[config.mk]
export PLATFORM = sky130hd
export DESIGN_NAME = pwm_sdm_dac
export DESIGN_NICKNAME = d
export VERILOG_FILES = /design/src/rtl/pwm_sdm_dac.sv
export SDC_FILE = /design/constraint.sdc
export NUM_CORES = 1
export LEC_CHECK = 0
export CORE_AREA = 4 4 113 115
export DETAILED_ROUTE_END_ITERATION = 10
export DIE_AREA = 0 0 117 119
export SETUP_SLACK_MARGIN = 0.1
export SYNTH_ARGS = -nofsm -noshare
export SYNTH_HDL_FRONTEND = slang
export SYNTH_SLANG_ARGS = --single-unit
[constraint.sdc]
create_clock -name clk -period 2.6 [get_ports clk]
set_clock_uncertainty 0.2 [all_clocks]
set_input_delay 0.26 -clock clk [delete_from_list [all_inputs] [get_ports clk]]
set_output_delay 0.26 -clock clk [all_outputs]
set_load 0.02 [all_outputs]
[src/rtl/pwm_sdm_dac.sv]
// rtl/pwm_sdm_dac.sv - multi-channel PWM / sigma-delta audio DAC modulator (option macro PWM_SDM_DAC_SDM2_EN: second-order SDM in mode 11)
module pwm_sdm_dac #(
  parameter int WIDTH    = 8,
  parameter int CHANNELS = 2
) (
  input  logic                      clk,
  input  logic                      rst_n,
  input  logic                      ena,
  input  logic [1:0]                mode,
  input  logic [CHANNELS*WIDTH-1:0] sample_in,
  input  logic                      sample_valid,
  output logic                      sample_ready,
  output logic [CHANNELS-1:0]       dac_out,
  output logic                      frame_start,
  output logic                      underrun
);

  localparam logic [WIDTH-1:0] CNT_MAX = {WIDTH{1'b1}};

  logic [WIDTH-1:0]          cnt;
  logic [CHANNELS*WIDTH-1:0] shadow;
  logic [CHANNELS*WIDTH-1:0] active;
  logic                      shadow_full;
  logic                      underrun_q;
  logic                      frame_start_q;
  logic [1:0]                mode_q;
  logic [CHANNELS-1:0]       dac_q;
  logic                      boundary;
  logic                      transfer;
  logic                      acc_clear;

  assign boundary     = ena && (cnt == CNT_MAX);
  assign transfer     = ena && sample_valid && !shadow_full;
  assign acc_clear    = boundary && (mode != mode_q);
  assign sample_ready = !shadow_full;
  assign dac_out      = ena ? dac_q : '0;
  assign frame_start  = frame_start_q;
  assign underrun     = underrun_q;

`ifdef PWM_SDM_DAC_SDM2_EN
  localparam int IW = WIDTH + 4;

  // Clamp a two-bit-wider intermediate back into the integrator range
  function automatic logic signed [IW-1:0] sat(input logic signed [IW+1:0] v);
    if ((v[IW+1:IW-1] == 3'b000) || (v[IW+1:IW-1] == 3'b111))
      return $signed(v[IW-1:0]);
    else if (v[IW+1])
      return $signed({1'b1, {(IW-1){1'b0}}});
    else
      return $signed({1'b0, {(IW-1){1'b1}}});
  endfunction
`endif

  // Frame counter; frame_start marks the first cycle of each new frame
  always_ff @(posedge clk or negedge rst_n) begin
    if (!rst_n) begin
      cnt           <= '0;
      frame_start_q <= 1'b0;
    end else begin
      frame_start_q <= boundary;
      if (ena) cnt <= cnt + 1'b1;
    end
  end

  // Shadow/active double buffer, frame-aligned mode latch and sticky underrun
  always_ff @(posedge clk or negedge rst_n) begin
    if (!rst_n) begin
      shadow      <= '0;
      active      <= '0;
      shadow_full <= 1'b0;
      underrun_q  <= 1'b0;
      mode_q      <= 2'b00;
    end else begin
      if (transfer) begin
        shadow      <= sample_in;
        shadow_full <= 1'b1;
      end
      if (boundary) begin
        mode_q <= mode;
        if (shadow_full) begin
          active      <= shadow;
          shadow_full <= 1'b0;
        end else begin
          underrun_q <= 1'b1;
        end
      end
    end
  end

  for (genvar c = 0; c < CHANNELS; c++) begin : g_ch
    logic [WIDTH-1:0] a;
    logic [WIDTH-1:0] acc;
    logic [WIDTH:0]   sdm1_sum;
    logic             dac_bit;
    logic             sdm1_sel;

    assign a        = active[c*WIDTH +: WIDTH];
    // The carry out of the residue sum is the first-order SDM output bit
    assign sdm1_sum = {1'b0, acc} + {1'b0, a};
    assign dac_q[c] = dac_bit;

`ifdef PWM_SDM_DAC_SDM2_EN
    localparam logic signed [IW+1:0] HALF = (IW+2)'(2 ** (WIDTH - 1));

    logic signed [IW-1:0] i1, i2, i1_new, i2_new;
    logic signed [IW+1:0] x_ext, fb_ext, i1_sum, i2_sum;

    assign sdm1_sel = (mode_q == 2'b10);
    assign x_ext    = $signed({{(IW+2-WIDTH){1'b0}}, a}) - HALF;
    assign fb_ext   = dac_bit ? HALF : -HALF;
    assign i1_sum   = $signed({{2{i1[IW-1]}}, i1}) + x_ext - fb_ext;
    assign i1_new   = sat(i1_sum);
    assign i2_sum   = $signed({{2{i2[IW-1]}}, i2}) + $signed({{2{i1_new[IW-1]}}, i1_new}) - fb_ext;
    assign i2_new   = sat(i2_sum);

    // Second-order integrator chain, restarted from zero on a mode change
    always_ff @(posedge clk or negedge rst_n) begin
      if (!rst_n) begin
        i1 <= '0;
        i2 <= '0;
      end else if (ena) begin
        if (acc_clear) begin
          i1 <= '0;
          i2 <= '0;
        end else if (mode_q == 2'b11) begin
          i1 <= i1_new;
          i2 <= i2_new;
        end
      end
    end
`else
    assign sdm1_sel = mode_q[1];
`endif

    // Output bit from the mode latched at the last boundary; SDM residue update
    always_ff @(posedge clk or negedge rst_n) begin
      if (!rst_n) begin
        acc     <= '0;
        dac_bit <= 1'b0;
      end else if (ena) begin
        case (mode_q)
          2'b00:   dac_bit <= 1'b0;
          2'b01:   dac_bit <= (a > cnt);
`ifdef PWM_SDM_DAC_SDM2_EN
          2'b11:   dac_bit <= ~i2_new[IW-1];
`endif
          default: dac_bit <= sdm1_sum[WIDTH];
        endcase
        if (acc_clear)     acc <= '0;
        else if (sdm1_sel) acc <= sdm1_sum[WIDTH-1:0];
      end
    end
  end

endmodule

Word level (Yosys, flattened, before mapping)
Index checks and enable logic that the tools add are counted.
- flip-flop bits (word level): 63
- input bits: 22
- output and inout port bits: 5
- word-level logic and storage cells: 40
- add/subtract/negate cells: 3
- magnitude comparators: 2
- equal/unequal tests: 3
- mux-type cells: 10
- bitwise operators: 1
- reduce and logical (&&, ||, !) cells: 10
- operators by type and width (cell ; count):
    8-bit two-way mux ; 4
    8-bit by 8-bit adder with 9-bit output ; 2
    8-bit > comparator ; 2
    8-bit by 1-bit adder with 8-bit output, second input constant ; 1
    8-bit equality test, second input constant ; 1
    2-bit AND reduction ; 3
    1-bit logical AND ; 4
    1-bit case mux with 2 select lines ; 2
    1-bit two-way mux ; 3
    2-bit by 1-bit equality test with 1-bit output, second input constant ; 1
    2-bit zero test ; 1
    2-bit two-way mux ; 1
    2-bit inequality test ; 1
    2-bit nonzero test ; 1
    1-bit zero test ; 1
    1-bit inverter ; 1

Longest topological paths before layout
Gate-level depths: netlist (run 1).
- depth in word-level cells: 5
- mapped depth: 8
- gate-level depth less buffers: 8

Least setup slack after synthesis (run 1)
No wires, ideal clock.
- path kind: register to register
- start: reg active[8]
- end: reg g_ch[1].dac_bit
- setup time: 0.134 ns
- data arrival time: 1.712 ns
- required time: 2.266 ns
- slack: 0.555 ns
- stages on the path, launching flop included: 9
- path buffers: 0
- period minus slack after synthesis: 2.045 ns
- path through: dfrtp_1 ha_1 inv_1 fa_1 nor2b_1 o31ai_1 a21oi_1 a2111oi_0 o21ai_0
- cells in the longest elaborated chain, start to end: 2
- elaborated cells on any way between the ends: 3
- classes of those cells: 1 x add/sub; 1 x order compare; 1 x mux
- RTL lines (item ; line ; source):
    start: declaration ; 22 ; logic [CHANNELS*WIDTH-1:0] active;
    start signal: assignment ; 81 ; active <= shadow;
    8-bit by 8-bit adder with 9-bit output / 8-bit > comparator (equally long branches) ; 99, 143 ;
    1-bit case mux with 2 select lines (*) ; 141 ; case (mode_q)
    end signal: assignment ; 143 ; 2'b01: dac_bit <= (a > cnt);
    end signal: assignment ; 147 ; default: dac_bit <= sdm1_sum[WIDTH];
    end: declaration ; 94 ; logic dac_bit;
Every way passes the cells marked *; elsewhere a longest branch is shown, timed or not.
A chain may end at the register's enable or synchronous reset.

Worst setup path after layout (run 1)
Same ends and word-level chain as after synthesis.

==> summary.md, run 1 <==
| Metric | Value |
|---|---|
| First-pass GRT wire length | `11,900 um` |
| Die X | `117 um` |
| Crit Path Category | `reg2reg` |
| Ys Warns | `0` |
| DR WL/cell | `14.1 um` |
| Min Tclk post-route | `2.26 ns` |
| PwrDens | `688 nW/um^2` |
| Die H | `119 um` |
| Reg2reg start | `active[8]` |
| Effective utilization at floorplan | `29.2%` |
| Final Cell Area | `4220 um^2` |
| Fraction of layout cells with a size suffix above 1 | `16.3%` |
| Number of inserted diodes | `0` |
| Post-synth EDFFs | `0` |
| H-Tree Depth | `3` |
| Dominant cell type by area after synthesis | `dfrtp_1` |
| Async set-reset flop share out of synthesis | `100%` |
| Total Routing Usage GR | `10.9%` |
| Leakage | `2.02 nW` |
| Met2 Routed Length | `3310 um` |
| DRT Pass-1 Iters | `4` |
| DR iter-0 viols | `88` |
| FF-to-FF setup slack | `0.34 ns` |
| Core Box Area | `11,800 um^2` |
| WP data required | `2.61 ns` |
| Largest net degree at the start of global routing | `35` |
| Clock Root Buffer | `clkbuf_16` |
| Port Buffer Count | `26` |
| Placed instance area | `3900 um^2` |
| Min-delay worst type | `reg2reg` |
| Outcome | `finished, final reports clean` |
| Mapped Cells | `306` |
| Area fraction of the dominant cell type after synthesis | `45.7%` |
| Worst slew margin relative to its limit | `65.8%` |
| Vias post-DR | `2,370` |
| CP Launch Type | `register` |
| FF-to-FF End | `g_ch[1].dac_bit` |
| Setup Total Neg Slack | `0 ns` |
| Clock Latency Late Sink | `0.33 ns` |
| Unrepaired setup endpoints after global routing | `false` |
| Vias in the first global route | `2,397` |
| Drt total wl | `6990 um` |
| Initial antenna violation count | `0` |
| Row count | `40` |
| Prevailing post-synth register cell | `dfrtp_1` |
| Final worst slack | `0.342 ns` |
| Syn Area/Cell | `11.3 um^2` |
| Top Metal Used | `met4` |
| # clock sinks | `63` |
| Worst setup EP type | `register` |
| Final hold violation count | `0` |
| Layout Nets | `401` |
| ANT nets after route | `0` |
| Reg2Reg Depth | `8` |
| Clock Tree Buf Depth | `2` |
| Post-Syn Area | `3450 um^2` |
| Post-CTS Resized | `0` |
| Final Setup Violations | `0` |
| Dominant cells by area after synthesis | `dfrtp_1 46%, ha_1 12%, mux2_2 7.2%` |
| Worst EP arrival | `2.27 ns` |
| Area Growth Syn to Fin | `22.3%` |
| Overflow after GRT | `0` |
| M1 WL | `3320 um` |
| Setup Buffers After CTS | `0` |
| Metal3 WL | `220 um` |
| Total Power | `0.00290 W` |
| Fmax | `0.443 GHz` |
| Worst Setup SP | `active[8]` |
| Distinct cells, synth | `43` |
| Slew Limit Fails | `0` |
| Dpl ws | `0.259 ns` |
| Final period util | `86.8%` |
| CTS tree | `built` |
| Die area | `13,900 um^2` |
| Post-route DRC | `0` |
| Slew of the pin with the lowest slew margin | `0.511 ns` |
| Hpwl dp | `5260 um` |
| Syn Nets | `363` |
| Routability cong. | `0.807` |
| Synth Register Bits | `63` |
| Num CTS Buffers | `9` |
| Worst-path clk slew | `0.06 ns` |
| Vias per cell | `4.78` |
| Sequential area share after synthesis | `45.7%` |
| CP Max Fanout | `3` |
| Maximum VDD drop | `438 uV` |
| Ports | `27` |
| # Max-Cap Violations | `0` |
| Worst Setup EP | `g_ch[1].dac_bit` |
## registers in the layout, summed over array words and instances (netlist names)
name	cells
active	16
cnt	8
frame_start	1
g_ch.acc	16
g_ch.dac_bit	2
mode_q	2
shadow	16
shadow_full	1
underrun	1
## report_power, final
part / switching [W] / internal [W]
clock: 0.000434 / 0.000835
combinational: 0.000232 / 0.000214
sequential: 0.0000983 / 0.00109
total: 0.000764 / 0.00214
## cells in the final DEF (no fill, tap or decap), drive strengths merged, types with 2 or more instances in the layout
| cell type | count |
|---|---|
| a22o | 3 |
| buf | 6 |
| bufinv | 2 |
| o21ai | 25 |
| nor3 | 4 |
| mux2 | 32 |
| a211o | 2 |
| nor2b | 8 |
| a21oi | 12 |
| xnor2 | 9 |
| clkbuf | 10 |
| o31ai | 3 |
| xor2 | 9 |
| clkdlybuf4s50 | 25 |
| nand2 | 27 |
| inv | 18 |
| nand3 | 6 |
| ha | 33 |
| nand4 | 6 |
| clkinvlp | 2 |
| and3 | 2 |
| o211ai | 3 |
| fa | 2 |
| o21a | 5 |
| clkinv | 2 |
| and2 | 2 |
| a32o | 3 |
| nor2 | 14 |
| dfrtp | 63 |
## area by class of cell
class / instances / area [um^2]
Fill cell: 1189 / 7590
Tap cell: 147 / 184
Clock buffer: 10 / 229
Clock inverter: 6 / 85.1
Timing Repair Buffer: 32 / 303
Multi-Input combinational cell: 220 / 1780
Sequential cell: 63 / 1580
Inverter: 18 / 67.6
## what timing repair did
action,4_1_cts,5_1_grt
setup endpoints to repair,0,0
hold endpoints to repair,63,0
hold buffers,1,0
## metrics by stage
stage | instances | utilization, % | hold WS [ns]
2_1_floorplan | 306 | - | -0.236
3_3_place_gp | 479 | 33.0 | 0.107
3_5_place_dp | 479 | 33.0 | 0.113
4_1_cts | 496 | 35.7 | 0.281
5_1_grt | 496 | 35.7 | 0.312
6_report | 496 | 35.7 | 0.275
## synthesized netlist by cell type (2+ instances only)
library cell and count:
fa_1 2, buf_2 2, nor3_1 4, nand4_1 5, a211o_1 2, xnor2_1 9, o21ai_0 14, nor2_1 13
a22o_1 3, inv_1 17, xor2_1 9, and2_1 2, nand2_1 27, o21ai_1 10, a32o_1 3, mux2_4 10
a21oi_1 12, o21a_1 5, o211ai_1 3, nand3_1 6, mux2_2 22, dfrtp_1 63, nor2b_1 8, o31ai_1 3
and3_1 2, ha_1 33
## how the worst min path moves through the flow
stage                     startpoint   endpoint  slack, ns  cells after the start
final                       underrun   underrun       0.27                      1
after global routing        underrun   underrun       0.31                      1
after CTS                   underrun   underrun       0.28                      1
after detailed placement       rst_n     cnt[4]       0.11                      2
after global placement         rst_n     cnt[6]       0.11                      2
after floorplan                rst_n  active[0]      -0.24                      0
## cells by family (layout without fill, tap and decap cells)
family | Yosys count | count (layout) | synth area share, %
mux | 32 | 32 | 11.5
xor+xnor | 18 | 18 | 4.57
buf+inv | 23 | 66 | 2.90
simple gates | 73 | 73 | 10.5
fa+ha+maj | 35 | 35 | 13.1
flops | 63 | 63 | 45.7
compound gates | 62 | 62 | 11.7
## critical path, stage by stage (launching register included)
cell       delay [ns]
dfrtp_1          0.41
ha_1             0.24
inv_1            0.08
fa_1             0.21
nor2b_1          0.07
o31ai_1          0.27
a21oi_1          0.15
a2111oi_0        0.40
o21ai_0          0.12
## layer usage
metal / GRT usage (%) / up-vias
met4: 4.09 / 0
li1: - / 1173
met1: 13.8 / 1154
met5: 0 / -
met3: 2.95 / 13
met2: 17.5 / 30
Power figures use the tool's default switching activity.
==> inputs of run 2 (changes only) <==
- REMOVE_ABC_BUFFERS: not set -> 1
==> summary.md, run 2 (same netlist as run 1, synthesis figures left out) <==
| Metric | Value |
|---|---|
| Final period util | `88.1% (was 86.8%)` |
| Slew Limit Fails | `0 (unchanged)` |
| Dpl cells | `477 (was 479)` |
| Layout Nets | `399 (was 401)` |
| Vias per cell | `4.81 (was 4.78)` |
| Final worst slack | `0.309 ns (was 0.342 ns)` |
| Worst-path clk slew | `0.05 ns (was 0.06 ns)` |
| Final Cell Area | `4180 um^2 (was 4220 um^2)` |
| Worst EP arrival | `2.28 ns (was 2.27 ns)` |
| Overflow after GRT | `0 (unchanged)` |
| Maximum VDD drop | `290 uV (was 438 uV)` |
| Area Growth Syn to Fin | `21.2% (was 22.3%)` |
| Row count | `40 (unchanged)` |
| First-pass GRT wire length | `12,000 um (was 11,900 um)` |
| ANT nets after route | `0 (unchanged)` |
| Port Buffer Count | `26 (unchanged)` |
| Placed instance area | `3910 um^2 (was 3900 um^2)` |
| Post-route DRC | `0 (unchanged)` |
| Die H | `119 um (unchanged)` |
| Initial antenna violation count | `0 (unchanged)` |
| Vias post-DR | `2,370 (unchanged)` |
| Worst setup EP type | `register (unchanged)` |
| Outcome | `finished, final reports clean (unchanged)` |
| Commonest non-fill, non-tap cell in the layout | `dfrtp_1 (unchanged)` |
| Unrepaired setup endpoints after global routing | `false (unchanged)` |
| # Max-Cap Violations | `0 (unchanged)` |
| Crit Path Category | `reg2reg (unchanged)` |
| H-Tree Depth | `3 (unchanged)` |
| CP Buf/Inv Count | `1 (unchanged)` |
| Fmax | `0.436 GHz (was 0.443 GHz)` |
| Clock Root Buffer | `clkbuf_16 (unchanged)` |
| Final hold violation count | `0 (unchanged)` |
| Fraction of layout cells with a size suffix above 1 | `15.6% (was 16.3%)` |
| Total Routing Usage GR | `11.1% (was 10.9%)` |
| Fillers | `1,171 (was 1,189)` |
| Post-Layout Cell Count | `493 (was 496)` |
| Slowest CP cell | `a2111oi_1 (was dfrtp_1)` |
| Setup Total Neg Slack | `0 ns (unchanged)` |
| Effective utilization at floorplan | `29.2% (unchanged)` |
| Vias in the first global route | `2,422 (was 2,397)` |
| Slew of the pin with the lowest slew margin | `0.667 ns (was 0.511 ns)` |
| Clock Latency Late Sink | `0.32 ns (was 0.33 ns)` |
| CP Max Fanout | `3 (unchanged)` |
| Delay-heaviest family, CP | `compound AO/OA/AOI/OAI gates (unchanged)` |
| CTS tree | `built (unchanged)` |
| DR WL/cell | `14.2 um (was 14.1 um)` |
| WP data required | `2.59 ns (was 2.61 ns)` |
| DRT Pass-1 Iters | `4 (unchanged)` |
| PwrDens | `647 nW/um^2 (was 688 nW/um^2)` |
| Die X | `117 um (unchanged)` |
| Top Registers | `active: 16 flops, g_ch.acc: 16 flops, shadow: 16 flops (unchanged)` |
| Hpwl dp | `5020 um (was 5260 um)` |
| Die area | `13,900 um^2 (unchanged)` |
| Num CTS Buffers | `9 (unchanged)` |
| Most frequent cells in the layout | `63 x dfrtp_1, 33 x ha_1, 27 x nand2_1 (unchanged)` |
| Final Setup Violations | `0 (unchanged)` |
| Drt total wl | `7000 um (was 6990 um)` |
| FF-to-FF setup slack | `0.31 ns (was 0.34 ns)` |
| Min-delay worst type | `reg2reg (unchanged)` |
| Core Box Area | `11,800 um^2 (unchanged)` |
| Crit path cell chain | `ha_1 > inv_1 > fa_1 > nor2b_1 > o31ai_1 > a21oi_1 > a2111oi_1 > o21ai_0 (was ha_1 > inv_1 > fa_1 > nor2b_1 > o31ai_1 > a21oi_1 > a2111oi_0 > o21ai_0)` |
| # clock sinks | `63 (unchanged)` |
| CP Launch Type | `register (unchanged)` |
| Dpl ws | `0.228 ns (was 0.259 ns)` |
| Crit-path max cell delay | `0.41 ns (about the same)` |
| Leakage | `2.00 nW (was 2.02 nW)` |
| Clock Tree Buf Depth | `2 (unchanged)` |
| Min Tclk post-route | `2.29 ns (was 2.26 ns)` |
| Number of inserted diodes | `0 (unchanged)` |
| Post-Route Utilization | `35.4% (was 35.7%)` |
| Ports | `27 (unchanged)` |
| DR iter-0 viols | `104 (was 88)` |
| Largest net degree at the start of global routing | `37 (was 35)` |
| Worst slew margin relative to its limit | `55.5% (was 65.8%)` |
| Setup Buffers After CTS | `0 (unchanged)` |
| Routability cong. | `0.810 (was 0.807)` |
-- run 2: path summary, 6_finish.rpt --
check	startpoint	to	cells after the start
max reg2reg	active[8]	g_ch[1].dac_bit	8
max	active[8]	g_ch[1].dac_bit	8
min	underrun	underrun	1
min reg2reg	underrun	underrun	1
min in group asynchronous	rst_n	shadow[10]	2
max in group asynchronous	rst_n	g_ch[1].dac_bit	3
-- run 2: where the power goes --
group | total [W] | internal (W) | switching [W] | leakage (nW)
clock | 0.00107 | 0.000659 | 0.000410 | 0.131
sequential | 0.00119 | 0.00109 | 0.0000957 | 0.854
combinational | 0.000450 | 0.000219 | 0.000232 | 1.02
total | 0.00271 | 0.00197 | 0.000738 | 2.00
-- run 2: per-stage QoR --
step,hold slack [ns],total power (W)
after floorplan,-0.236,0.00148
after global placement,0.132,0.00163
after detailed placement,0.132,0.00165
after CTS,0.285,0.00275
after global routing,0.307,0.00286
final,0.276,0.00271
-- run 2: final cells by class --
cell class | instances | area, um^2 | share of cell area (%)
Multi-Input combinational cell | 220 | 1780 | 42.5
Inverter | 18 | 67.6 | 1.62
Clock inverter | 4 | 22.5 | 0.538
Timing Repair Buffer | 30 | 313 | 7.48
Tap cell | 147 | 184 | 4.40
Sequential cell | 63 | 1580 | 37.7
Clock buffer | 11 | 243 | 5.80
-- run 2: repair_timing --
item,4_1_cts,5_1_grt
hold buffers,1,0
endpoints found under the setup margin,0,1
gates resized for setup,0,1
endpoints found under the hold margin,27,0
-- run 2: metal layers --
layer | vias to the layer above | part of all wire (%) | track usage (%)
li1 | 1169 | - | -
met1 | 1155 | 48 | 14.6
met2 | 39 | 46 | 16.6
met3 | 7 | 5.1 | 4.52
met4 | 0 | 1.3 | 3.66
met5 | - | 0 | 0
